==> config.mk <==
export PLATFORM = sky130hd
export DESIGN_NAME = pwrbtn_press_classifier
export DESIGN_NICKNAME = d
export VERILOG_FILES = /design/src/rtl/pwrbtn_press_classifier_pkg.sv /design/src/rtl/pwrbtn_press_classifier_btn_sync_debounce.sv /design/src/rtl/pwrbtn_press_classifier.sv
export SDC_FILE = /design/constraint.sdc
export NUM_CORES = 1
export LEC_CHECK = 0
export CORE_ASPECT_RATIO = 0.6
export CORE_MARGIN = 1.5
export CORE_UTILIZATION = 35
export CTS_BUF_LIST = sky130_fd_sc_hd__clkbuf_2
export CTS_CLUSTER_DIAMETER = 50
export CTS_CLUSTER_SIZE = 30
export DETAILED_ROUTE_END_ITERATION = 6
export REMOVE_ABC_BUFFERS = 1
export SYNTH_ARGS = -nofsm -noshare
export SYNTH_HDL_FRONTEND = slang
export SYNTH_SLANG_ARGS = --single-unit
==> constraint.sdc <==
create_clock -name clock -period 5.6 [get_ports clock]
set_input_delay 1.12 -clock clock [delete_from_list [all_inputs] [get_ports clock]]
set_output_delay 1.12 -clock clock [all_outputs]
set_load 0.03 [all_outputs]
==> src/rtl/pwrbtn_press_classifier_pkg.sv <==
// Shared encodings for the power-button press classifier: FSM states and event types.
package pwrbtn_press_classifier_pkg;

    typedef enum logic [1:0] {
        IDLE      = 2'b00,
        PRESSED   = 2'b01,
        LONG_HELD = 2'b10
    } press_state_e;

    localparam logic EVT_SHORT = 1'b0;
    localparam logic EVT_LONG  = 1'b1;

endpackage

==> src/rtl/pwrbtn_press_classifier_btn_sync_debounce.sv <==
// Synchronizes the raw active-low press line and debounces it on the 1 ms tick.
module btn_sync_debounce #(
    parameter int SYNC_STAGES = 2,
    parameter int DEBOUNCE_MS = 20,
    parameter int CNT_W       = 13
) (
    input  logic clock,
    input  logic reset,
    input  logic int_1ms_en,
    input  logic btn_n,
    output logic btn_level
);

    localparam logic [CNT_W-1:0] DB_LAST = CNT_W'(DEBOUNCE_MS - 1);

    logic [SYNC_STAGES-1:0] sync_q, sync_d;
    logic                   sync_prev_q, sync_prev_d;
    logic [CNT_W-1:0]       db_cnt_q, db_cnt_d;
    logic                   level_q, level_d;
    logic                   sync_val;

    assign sync_val  = sync_q[SYNC_STAGES-1];
    assign btn_level = level_q;

    always_comb begin
        sync_d      = {sync_q[SYNC_STAGES-2:0], btn_n};
        sync_prev_d = sync_val;
        level_d     = level_q;
        db_cnt_d    = db_cnt_q;
        // Any movement of the synchronized line restarts the stability window,
        // even if it coincides with a tick.
        if (sync_val != sync_prev_q) begin
            db_cnt_d = '0;
        end else if (sync_val == level_q) begin
            db_cnt_d = '0;
        end else if (int_1ms_en) begin
            if (db_cnt_q == DB_LAST) begin
                level_d  = sync_val;
                db_cnt_d = '0;
            end else begin
                db_cnt_d = db_cnt_q + 1'b1;
            end
        end
    end

    always_ff @(posedge clock or posedge reset) begin
        if (reset) begin
            sync_q      <= '1;
            sync_prev_q <= 1'b1;
            db_cnt_q    <= '0;
            level_q     <= 1'b1;
        end else begin
            sync_q      <= sync_d;
            sync_prev_q <= sync_prev_d;
            db_cnt_q    <= db_cnt_d;
            level_q     <= level_d;
        end
    end

endmodule

==> src/rtl/pwrbtn_press_classifier.sv <==
// Classifies debounced button presses as SHORT or LONG and holds one pending event
// for the power-sequencing logic behind a valid/ack handshake.
module pwrbtn_press_classifier
    import pwrbtn_press_classifier_pkg::*;
#(
    parameter int SYNC_STAGES  = 2,
    parameter int DEBOUNCE_MS  = 20,
    parameter int SHORT_MIN_MS = 30,
    parameter int LONG_MS      = 4000,
    parameter int CNT_W        = 13
) (
    input  logic             clock,
    input  logic             reset,
    input  logic             int_1ms_en,
    input  logic             btn_n,
    input  logic             evt_ack,
    output logic             btn_level,
    output logic             long_hold,
    output logic             evt_valid,
    output logic             evt_long,
    output logic [CNT_W-1:0] press_ms,
    output logic             evt_overrun
);

    localparam logic [CNT_W-1:0] LONG_C  = CNT_W'(LONG_MS);
    localparam logic [CNT_W-1:0] SHORT_C = CNT_W'(SHORT_MIN_MS);

    btn_sync_debounce #(
        .SYNC_STAGES (SYNC_STAGES),
        .DEBOUNCE_MS (DEBOUNCE_MS),
        .CNT_W       (CNT_W)
    ) u_sync_db (
        .clock      (clock),
        .reset      (reset),
        .int_1ms_en (int_1ms_en),
        .btn_n      (btn_n),
        .btn_level  (btn_level)
    );

    press_state_e     state_q, state_d;
    logic [CNT_W-1:0] press_cnt_q, press_cnt_d;
    logic             level_prev_q;
    logic             long_hold_q, long_hold_d;
    logic             evt_valid_q, evt_valid_d;
    logic             evt_long_q, evt_long_d;
    logic [CNT_W-1:0] press_ms_q, press_ms_d;
    logic             evt_overrun_q, evt_overrun_d;

    logic             fall, rise, reach;
    logic             post, post_long;
    logic [CNT_W-1:0] post_ms;

    assign fall = level_prev_q & ~btn_level;
    assign rise = ~level_prev_q & btn_level;

    assign long_hold   = long_hold_q;
    assign evt_valid   = evt_valid_q;
    assign evt_long    = evt_long_q;
    assign press_ms    = press_ms_q;
    assign evt_overrun = evt_overrun_q;

    always_comb begin
        state_d     = state_q;
        press_cnt_d = press_cnt_q;
        long_hold_d = long_hold_q;
        reach       = 1'b0;
        post        = 1'b0;
        post_long   = EVT_SHORT;
        post_ms     = '0;
        case (state_q)
            IDLE: begin
                if (fall) begin
                    state_d     = PRESSED;
                    press_cnt_d = '0;
                end
            end
            PRESSED: begin
                if (int_1ms_en && press_cnt_q < LONG_C) begin
                    press_cnt_d = press_cnt_q + 1'b1;
                    reach       = (press_cnt_q == LONG_C - 1'b1);
                end
                // Reaching LONG_MS takes priority over a release in the same clock.
                if (reach) begin
                    post      = 1'b1;
                    post_long = EVT_LONG;
                    post_ms   = LONG_C;
                    if (rise) begin
                        state_d = IDLE;
                    end else begin
                        long_hold_d = 1'b1;
                        state_d     = LONG_HELD;
                    end
                end else if (rise) begin
                    post    = (press_cnt_d >= SHORT_C);
                    post_ms = press_cnt_d;
                    state_d = IDLE;
                end
            end
            LONG_HELD: begin
                if (rise) begin
                    long_hold_d = 1'b0;
                    state_d     = IDLE;
                end
            end
            default: begin
                long_hold_d = 1'b0;
                state_d     = IDLE;
            end
        endcase
    end

    always_comb begin
        evt_valid_d   = evt_valid_q;
        evt_long_d    = evt_long_q;
        press_ms_d    = press_ms_q;
        evt_overrun_d = 1'b0;
        // A same-clock ack frees the slot, so the new event replaces the old one.
        if (post && (!evt_valid_q || evt_ack)) begin
            evt_valid_d = 1'b1;
            evt_long_d  = post_long;
            press_ms_d  = post_ms;
        end else if (post) begin
            evt_overrun_d = 1'b1;
        end else if (evt_ack) begin
            evt_valid_d = 1'b0;
        end
    end

    always_ff @(posedge clock or posedge reset) begin
        if (reset) begin
            state_q       <= IDLE;
            press_cnt_q   <= '0;
            level_prev_q  <= 1'b1;
            long_hold_q   <= 1'b0;
            evt_valid_q   <= 1'b0;
            evt_long_q    <= EVT_SHORT;
            press_ms_q    <= '0;
            evt_overrun_q <= 1'b0;
        end else begin
            state_q       <= state_d;
            press_cnt_q   <= press_cnt_d;
            level_prev_q  <= btn_level;
            long_hold_q   <= long_hold_d;
            evt_valid_q   <= evt_valid_d;
            evt_long_q    <= evt_long_d;
            press_ms_q    <= press_ms_d;
            evt_overrun_q <= evt_overrun_d;
        end
    end

endmodule
==> metrics.txt <==
CP Capture Type=register; fin crit share=0.590; Final TNS setup=0 ns; die width=approximately 120 µm; post-synth top area share=0.399; grt total ovfl=0; most frequent cell after synthesis=dfrtp_1; Die ar.=approximately 8600 µm²; CTS Buf Count=5; Inst Count DP=403; area used by multi-input combinational logic=roughly 1400 µm²; number of synthesized register bits=50; met2 Track Usage GR=0.210; number of global-route vias before repair=about 2000; register area share after synthesis=0.445; RSZ-0062 raised after global routing=false; met3 usage=0.0417; Clock Power Share=0.271; Pleak=around 1.3 nW; Slew @ Worst Pin=around 1.1 ns; via count=approximately 2200; Seq pwr share=0.579; Initial Util=0.360; Top FF cell, synth=dfrtp_1; sequential cell area=roughly 1300 µm²; ant diodes=0; clock buffer depth=2; Final Hold Viols=0; initial antenna violation count=0; Crit Path Class=in2reg; Root Buffer=clkbuf_2; Total Routed Length=between 6000 and 7000 µm; DR iter-0 viols=~120; Core ar.=approximately 8000 µm²; hold-fix buffer count after cts=0; Hold WC Path Type=reg2reg; Avg Cell Area, Syn=9.67 µm²; Min Clock Period, post-route=3.30 ns; gr usage total=0.158; # DRC=0; switching share of power=0.319; fin util=0.400; Synth warnings=0; CTS sink count=50; crit start category=input pin; Worst EP required=roughly 6.0 ns; P&R area growth vs syn=11.1%; final-report max-slew violation count=0; GR peak layer=met1; top cells by area, synth=dfrtp_1 (40%), dfstp_2 (4.7%), nand2_1 (4.3%); Post-CTS Setup Repair Bufs=0; Peak Freq=a little over 0.3 GHz; Clock H-tree levels=2; vias per std cell=roughly 5.2; Commonest cells post-synth=dfrtp_1 (45), nand2_1 (32), nor2_1 (23); Worst-path clk slew=around 0.26 ns; PD cells=between 200 and 250 nW/µm²; largest area contributor in the synthesized netlist=dfrtp_1; fraction of layout cells with a size suffix above 1=0.112; critical path data arrival time=3.75 ns; gp weighted congestion=between 0.8 and 0.9; distinct cell type count after synthesis=60; num ports=23; PostCTS Resize Cnt=0; cell area after synthesis=2820 µm²; CTS tree=built; Pint=0.505 mW; Clock Latency Late Sink=roughly 0.49 ns; Critical Path Fanout Max=13; Layout Skew=roughly 0.038 ns; Post-DP HPWL=roughly 4600 µm; Post-Layout Cell Count=~400; first-pass GRT wire length=10600 µm; Pre-Repair DR Iteration Count=4; largest net degree at the start of global routing=51; cell count after synthesis=approximately 300; FFs w/ async S/R, synth=1.00; Final setup violation count=0; # fillers=771; # port buffers=22; maxcap violations=0; routed len/inst=15.5 µm; Max IR drop VDD=between 0.1 and 0.15 mV; outcome=finished, final reports clean; antenna-violating nets left=0; switching power=around 0.24 mW; met1 usage=0.245; Die Y=around 73 µm; fin nets=roughly 310; worst hold slack=0.374 ns; combinational share of power=0.151; Slew headroom=0.273; number of flops mapped to enable cells by yosys=0; floorplan row count=25
[placed cells by master (no fill, tap or decap), types with 3 or more instances in the layout]
| cell | netlist | layout |
|---|---|---|
| o21ai_2 | 3 | 3 |
| dfrtp_1 | 45 | 45 |
| a21oi_1 | 13 | 13 |
| or3_1 | 4 | 4 |
| a2bb2oi_1 | 3 | 3 |
| xnor2_1 | 5 | 5 |
| and3_1 | 6 | 6 |
| nand3_1 | 6 | 6 |
| nor3_1 | 5 | 5 |
| o31ai_1 | 6 | 6 |
| dfstp_2 | 5 | 5 |
| o2bb2ai_1 | 8 | 8 |
| a31oi_1 | 3 | 3 |
| xor2_1 | 11 | 11 |
| nor2_1 | 23 | 23 |
| nand4_1 | 4 | 4 |
| a2bb2oi_2 | 3 | 3 |
| nor2b_1 | 6 | 6 |
| a21o_1 | 4 | 4 |
| o21ai_0 | 19 | 19 |
| clkdlybuf4s50_1 | 0 | 22 |
| nand2b_1 | 6 | 6 |
| clkbuf_2 | 0 | 5 |
| nand2_1 | 32 | 32 |
| inv_1 | 12 | 11 |
[metal layers]
layer | routed length (µm) | vias up
met4 | 56 | 0
met2 | 2540 | 39
li1 | - | 1065
met1 | 3490 | 1042
met3 | 264 | 6
met5 | 0 | -
[worst max-delay path, stage by stage]
cell and delay [ns]:
clkdlybuf4s50_1 0.66, nand3b_2 0.22, nor2_2 0.21, and4bb_1 0.39, mux2_4 0.21, nand4_2 0.14, o21ai_2 0.54, a22o_1 0.25
[flip-flops by register name, indices dropped and copies added (netlist names)]
name	count
press_ms	13
press_cnt_q	13
u_sync_db.db_cnt_q	13
level_prev_q	1
evt_overrun	1
evt_valid	1
state_q	2
u_sync_db.btn_level	1
evt_long	1
u_sync_db.sync_prev_q	1
u_sync_db.sync_q	2
long_hold	1
[stage by stage]
stage                     power (mW)  cell area (µm²)  setup WS [ns]
after floorplan                0.509             2710           2.87
after global placement         0.540             3070           1.89
after detailed placement       0.545             3070           1.78
after CTS                      0.748             3140           2.30
after global routing           0.780             3140           2.14
final                          0.742             3140           2.30
[area by class of cell]
type                       instances  share of cell area
clock buffer                       5             0.00798
clock inverter                     3              0.0144
inverter                          12              0.0144
multi-input combinational        211               0.449
sequential                        50               0.401
tap                              108              0.0431
timing repair buffer              22              0.0702
[power by group through the flow]
stage / clock, mW / sequential [mW] / combinational [mW]
after floorplan: 0 / 0.421 / 0.0886
after global placement: 0 / 0.432 / 0.109
after detailed placement: 0 / 0.434 / 0.111
after CTS: 0.208 / 0.428 / 0.112
after global routing: 0.223 / 0.434 / 0.124
final: 0.201 / 0.429 / 0.112
[final timing paths]
check	from	end	slack, ns	cells after the start
worst max-delay path	int_1ms_en	press_ms[12]$_DFFE_PP0P_	2.30	8
worst max register to register	press_cnt_q[0]$_DFFE_PP0P_	press_ms[12]$_DFFE_PP0P_	2.64	8
worst min register to register	u_sync_db.sync_q[0]$_DFF_PP1_	u_sync_db.sync_q[1]$_DFF_PP1_	0.37	0
worst min-delay path	u_sync_db.sync_q[0]$_DFF_PP1_	u_sync_db.sync_q[1]$_DFF_PP1_	0.37	0
min in group asynchronous	reset	u_sync_db.db_cnt_q[11]$_DFFE_PP0P_	1.14	2
max in group asynchronous	reset	press_cnt_q[3]$_DFFE_PP0P_	3.79	2
[kinds of logic (layout without fill, tap and decap cells)]
| logic type | after synthesis | after routing | synth area share |
|---|---|---|---|
| simple gates | 107 | 107 | 0.204 |
| compound gates | 84 | 84 | 0.228 |
| flops | 50 | 50 | 0.445 |
| buf+inv | 31 | 42 | 0.0554 |
| xor+xnor | 16 | 16 | 0.0496 |
| fa+ha+maj | 2 | 2 | 0.00886 |
| mux | 2 | 2 | 0.00886 |
No activity file was read; power rests on OpenSTA's default activity.
==> patch 1 (same settings) <==
Re-encode `press_state_e` (3 states) as one-hot, 3 bits wide.
--- a/src/rtl/pwrbtn_press_classifier_pkg.sv
+++ b/src/rtl/pwrbtn_press_classifier_pkg.sv
@@ -2,8 +2,8 @@
 package pwrbtn_press_classifier_pkg;
 
-    typedef enum logic [1:0] {
-        IDLE      = 2'b00,
-        PRESSED   = 2'b01,
-        LONG_HELD = 2'b10
+    typedef enum logic [2:0] {
+        IDLE      = 3'b001,
+        PRESSED   = 3'b010,
+        LONG_HELD = 3'b100
     } press_state_e;
 
Behaviour: no difference found for any inputs over 10 cycles, from zero or initial values and one cycle with reset high; not proved beyond that.
==> patch 1 against the unedited design <==
- synthesized area grew 2.8%
- utilization rose by 0.80 points
- setup slack got worse by 140 ps
- sequential cell count up 1
- critical path depth decreased by 1
- wire length fell by 2.6%
- cell area increased by 3.2%
- hold slack better by 2.3 ps
- critical endpoint is now press_ms[11]
- largest cell class unchanged
Power is not compared: it rests on default switching activity, and its combinational part moved more than twofold at a synthesized area within 25%.
==> patch 1: results (changes against the unedited design) <==
place_ws_ps: 1640  # -133 ps
critical_path.slowest_cell: "clkdlybuf4s50_1"
synthTopCellsByCount: "45 x dfrtp_1, 28 x nand2_1, 27 x nor2_1, 18 x o21ai_0, 14 x inv_1"
drive_gt1_share_pct: 13.1  # +1.9 points
fin_worst_skew_ps: 42.3  # +3.97 ps
clkTransAtPathRegs_ps: 300  # +40 ps
synth_compound_area_share_pct: 19.2  # -3.6 points
regToRegEndpoint: "press_ms[11]"
initialDrtViolationCount: 155  # +30%
gp_congestion: 0.813  # -0.44%
p_leak_nw: 1.37
ctsResizeCount: 0  # unchanged
r2r_slack_ps: 2620  # -20 ps
grt_max_degree: 52  # +2.0%
wire_per_inst_um: 14.7  # -4.9%
worst_pin_slew_ps: 1070  # -14.1 ps
synth_cell_types: 66  # +10%
syn_avg_cell_area_um2: 9.84  # +1.7%
synth_top_family_by_area: "simple AND/OR/NAND/NOR gates"
synthAdderAreaFrac_pct: 0.862  # -0.024 points
grt_pass1_vias: 2106  # +4.0%
synthXorXnorAreaFrac_pct: 5.43  # +0.47 points
ys_top_cells_by_area: "dfrtp_1 39%, dfstp_2 5.4%, nand2_1 3.6%, xor2_1 3.6%, nor2_1 3.5%"
hpwl_mm: 4.33  # -4.9%
place_inst: 413  # +2.5%
worstPathMaxFanout: 11  # -2
vias_per_cell: 5.23  # -0.15%
cp.arrival_ps: 3840  # +90 ps
finalWirelength_mm: 6.19  # -2.6%
yosys_most_used_dff: "dfrtp_1"
synth_mux_area_share_pct: 1.72  # +0.84 points
grt_pass1_wl_mm: 10.5  # -0.72%
fin_worst_hold_slack_ps: 376  # +2.27 ps
clock_latency_ps: 480
layout.nets: 319  # +3.2%
grt_antenna_before_repair: 0  # unchanged
synth_seq_area_share_pct: 44.2  # -0.30 points
place_area_um2: 3170  # +3.3%
status: "completed"
yosys_warnings: 0  # unchanged
grt_use_total_pct: 15.3  # -0.45 points
r2r_cells: 7  # -1
[patch 1: changes by cell type in the layout (fill, tap and decap cells not counted), sizes merged, moves of 3 or more]
cell / change
a21oi: -4
o31ai: -3
o2bb2ai: -3
mux2i: +4
o21ai: -3
a22o: +4
nor2: +3
nand2: -4
or2: +4
[patch 1: power by group through the flow]
stage                     sequential [mW]  combinational [mW]  clock (mW)
final                               0.377              0.0245       0.202
after CTS                           0.377              0.0253       0.210
after global routing                0.378              0.0282       0.224
after global placement              0.382              0.0251           0
after detailed placement            0.382              0.0251           0
after floorplan                     0.382              0.0149           0
[patch 1: routing by layer]
layer  track usage [%]  part of all wire (%)
met1              23.5                    55
met3              4.11                   5.8
met2              21.1                    39
met5                 0                     0
met4              3.92                  0.89
[patch 1: worst reg2reg max path, delay by kind of cell, from the launching register on]
| family | cells | cell delay [ps] |
|---|---|---|
| flip-flops | 1 | 520 |
| adder cells (fa/ha/maj) | 1 | 370 |
| AO/OA/AOI/OAI | 2 | 820 |
| multiplexers | 1 | 300 |
| AND/OR/NAND/NOR | 3 | 910 |
[patch 1: worst max-delay path by stage]
stage                from  cells past startpoint  slack (ps)           end
2_1_floorplan  int_1ms_en                      6        2790  press_ms[11]
3_3_place_gp   int_1ms_en                      7        1750  press_ms[11]
3_5_place_dp   int_1ms_en                      7        1640  press_ms[11]
4_1_cts        int_1ms_en                      7        2140  press_ms[11]
5_1_grt        int_1ms_en                      7        1970  press_ms[11]
6_report       int_1ms_en                      7        2150  press_ms[11]
[patch 1: cell type report]
class / count / share of cell area (%)
multi-input combinational: 217 / 45.4
inverter: 14 / 1.62
clock inverter: 3 / 1.35
tap: 108 / 4.17
sequential: 51 / 39.6
timing repair buffer: 23 / 7.03
clock buffer: 5 / 0.773
==> patch 2 (same flow settings) <==
Without the edit above. `CNT_W` is set to 13 in 2 places; all go to 15.
--- a/src/rtl/pwrbtn_press_classifier_btn_sync_debounce.sv
+++ b/src/rtl/pwrbtn_press_classifier_btn_sync_debounce.sv
@@ -3,5 +3,5 @@
     parameter int SYNC_STAGES = 2,
     parameter int DEBOUNCE_MS = 20,
-    parameter int CNT_W       = 13
+    parameter int CNT_W       = 15
 ) (
     input  logic clock,
--- a/src/rtl/pwrbtn_press_classifier.sv
+++ b/src/rtl/pwrbtn_press_classifier.sv
@@ -8,5 +8,5 @@
     parameter int SHORT_MIN_MS = 30,
     parameter int LONG_MS      = 4000,
-    parameter int CNT_W        = 13
+    parameter int CNT_W        = 15
 ) (
     input  logic             clock,
Ports: changed (resized press_ms); port bits go from 23 to 25. The function was not compared with the original's and may differ.
==> patch 2 against the unedited design <==
- cell area grew 6.4%
- synthesized area grew 6.2%
- setup slack lost 150 ps
- wire length grew 6.5%
- sequential cell count grew 6
- critical path depth shrank 1
- die area grew 6.0%
- count of clock-buffer cells in the layout grew 1
- via count grew 4.5%
- first-iteration DRC count grew 100%
- hold slack gained 9.4 ps
- critical path type unchanged
Power is not compared: it rests on default switching activity, and its combinational part moved more than twofold at a synthesized area within 25%.
==> patch 2: results (changes against the unedited design) <==
ctsResizeCount: 0  # unchanged
grt_max_degree: 57  # +12%
critical_path.slowest_cell: "clkdlybuf4s50_1"
synth_seq_area_share_pct: 47.0  # +2.4 points
clkTransAtPathRegs_ps: 260  # about the same
p_leak_nw: 1.36
place_ws_ps: 1630  # -147 ps
global_route.usage.met1_pct: 26.5  # +2.1 points
place_inst: 412  # +2.2%
grt_antenna_before_repair: 0  # unchanged
vdd_drop_max_v: 0.0000703
r2r-start: "press_cnt_q[0]"
async_flop_share_pct: 100  # unchanged
slowest_delay_ps: 670
layout.nets: 318  # +2.9%
grt_pass1_wl_mm: 11.7  # +9.9%
cp.arrival_ps: 3820  # +70 ps
drive_gt1_share_pct: 9.62  # -1.6 points
r2r_cells: 7  # -1
clock_latency_ps: 470  # -20 ps
diodes: 0  # unchanged
instances_no_fill: 420  # +2.2%
worst_pin_slew_ps: 984  # -104 ps
ys_top_cells_by_area: "dfrtp_1 43%, dfstp_2 4.4%, nor2_1 4.0%, xor2_1 3.8%, o32ai_2 3.8%"
hold_depth: 0  # unchanged
yosys_warnings: 0  # unchanged
initialDrtViolationCount: 243  # +100%
synth_cell_types: 56  # -6.7%
fin_worst_skew_ps: 33.2  # -5.13 ps
grtUsageMet3_pct: 3.64  # -0.53 points
r2r_slack_ps: 2940  # +300 ps
grt_use_total_pct: 16.7  # +0.96 points
hp-class: "reg -> reg"
hold_start: "u_sync_db.sync_q[0]"
synthCells: 294  # +0.68%
grt_use_met2_pct: 23.0  # +2.0 points
crit_start: "int_1ms_en"
min_to: "u_sync_db.sync_q[1]"
max_freq_mhz: 289  # -4.4%
gp_congestion: 0.824  # +0.92%
cts_root_buffer: "clkbuf_2"
h-tree-depth: 2  # unchanged
regToRegEndpoint: "press_ms[7]"
cts_buffers: 5  # unchanged
cts_setup_buffers: 0  # unchanged
drtPass1Iterations: 4  # unchanged
routed-via-count: 2248  # +4.5%
port_buffers: 24  # +9.1%
yosys_most_used_dff: "dfrtp_1"
cts_buffer_depth: 2  # unchanged
status: "completed"
hpwl_mm: 4.70  # +3.1%
worstPathMaxFanout: 15  # +2
synthTopCellsByCount: "51 x dfrtp_1, 32 x nor2_1, 24 x nand2_1, 16 x inv_1, 15 x o21ai_0"
finalWirelength_mm: 6.77  # +6.5%
==> patch 2: cell count changes after synthesis, sizes merged, moves of 8 or more <==
cell     unedited run  this run
o32ai               1         9
o2bb2ai             8         0
nand2              32        24
nor2               24        32
==> patch 2: worst max-delay path by stage <==
stage,to,cells after the start
after floorplan,press_ms[11],6
after global placement,press_ms[5],7
after detailed placement,press_ms[11],7
after CTS,press_ms[7],7
after global routing,press_ms[7],7
final,press_ms[7],7
==> patch 2: kinds of logic (layout without fill, tap and decap cells) <==
group           after synthesis  in the layout  share of synthesized area (%)
flops                        56             56                           47.0
fa+ha+maj                     2              2                          0.835
simple gates                110            110                           19.6
buf+inv                      31             49                           4.76
mux                           3              3                           1.17
xor+xnor                     21             21                           6.14
compound gates               71             71                           20.5
==> patch 2: routing by layer <==
| layer | share of wire [%] | up-vias |
|---|---|---|
| li1 | - | 1097 |
| met1 | 56 | 1094 |
| met2 | 38 | 55 |
| met3 | 5.1 | 2 |
| met4 | 0.62 | 0 |
| met5 | 0 | - |
==> patch 2: power by group <==
part / internal [mW] / total, mW / switching [mW]
Sequential: 0.408 / 0.410 / 0.00141
Clock: 0.0310 / 0.159 / 0.128
Combinational: 0.00598 / 0.0202 / 0.0142
==> patch 2: layout make-up <==
type                    count  area (um^2)
inverters                  16         60.1
repair buffers             25          248
fillers                   793         4730
well taps                 108          135
multi-input cells         207         1450
clock inverters             2         11.3
flip-flops and latches     56         1410
clock buffers               6         30.0
==> patch 2: critical path: cells and delay by family <==
family,cells,cell delay (ps)
multiplexers,1,330
AO/OA/AOI/OAI,4,1280
AND/OR/NAND/NOR,1,410
buffers and inverters,1,670
==> patch 2: metrics by stage <==
step	util, %	area, um^2	hold slack (ps)
detailed placement	40.9	3300	348
floorplan	-	2910	345
CTS	41.4	3340	384
finish	41.4	3340	384
global placement	40.9	3300	347
global route	41.4	3340	386
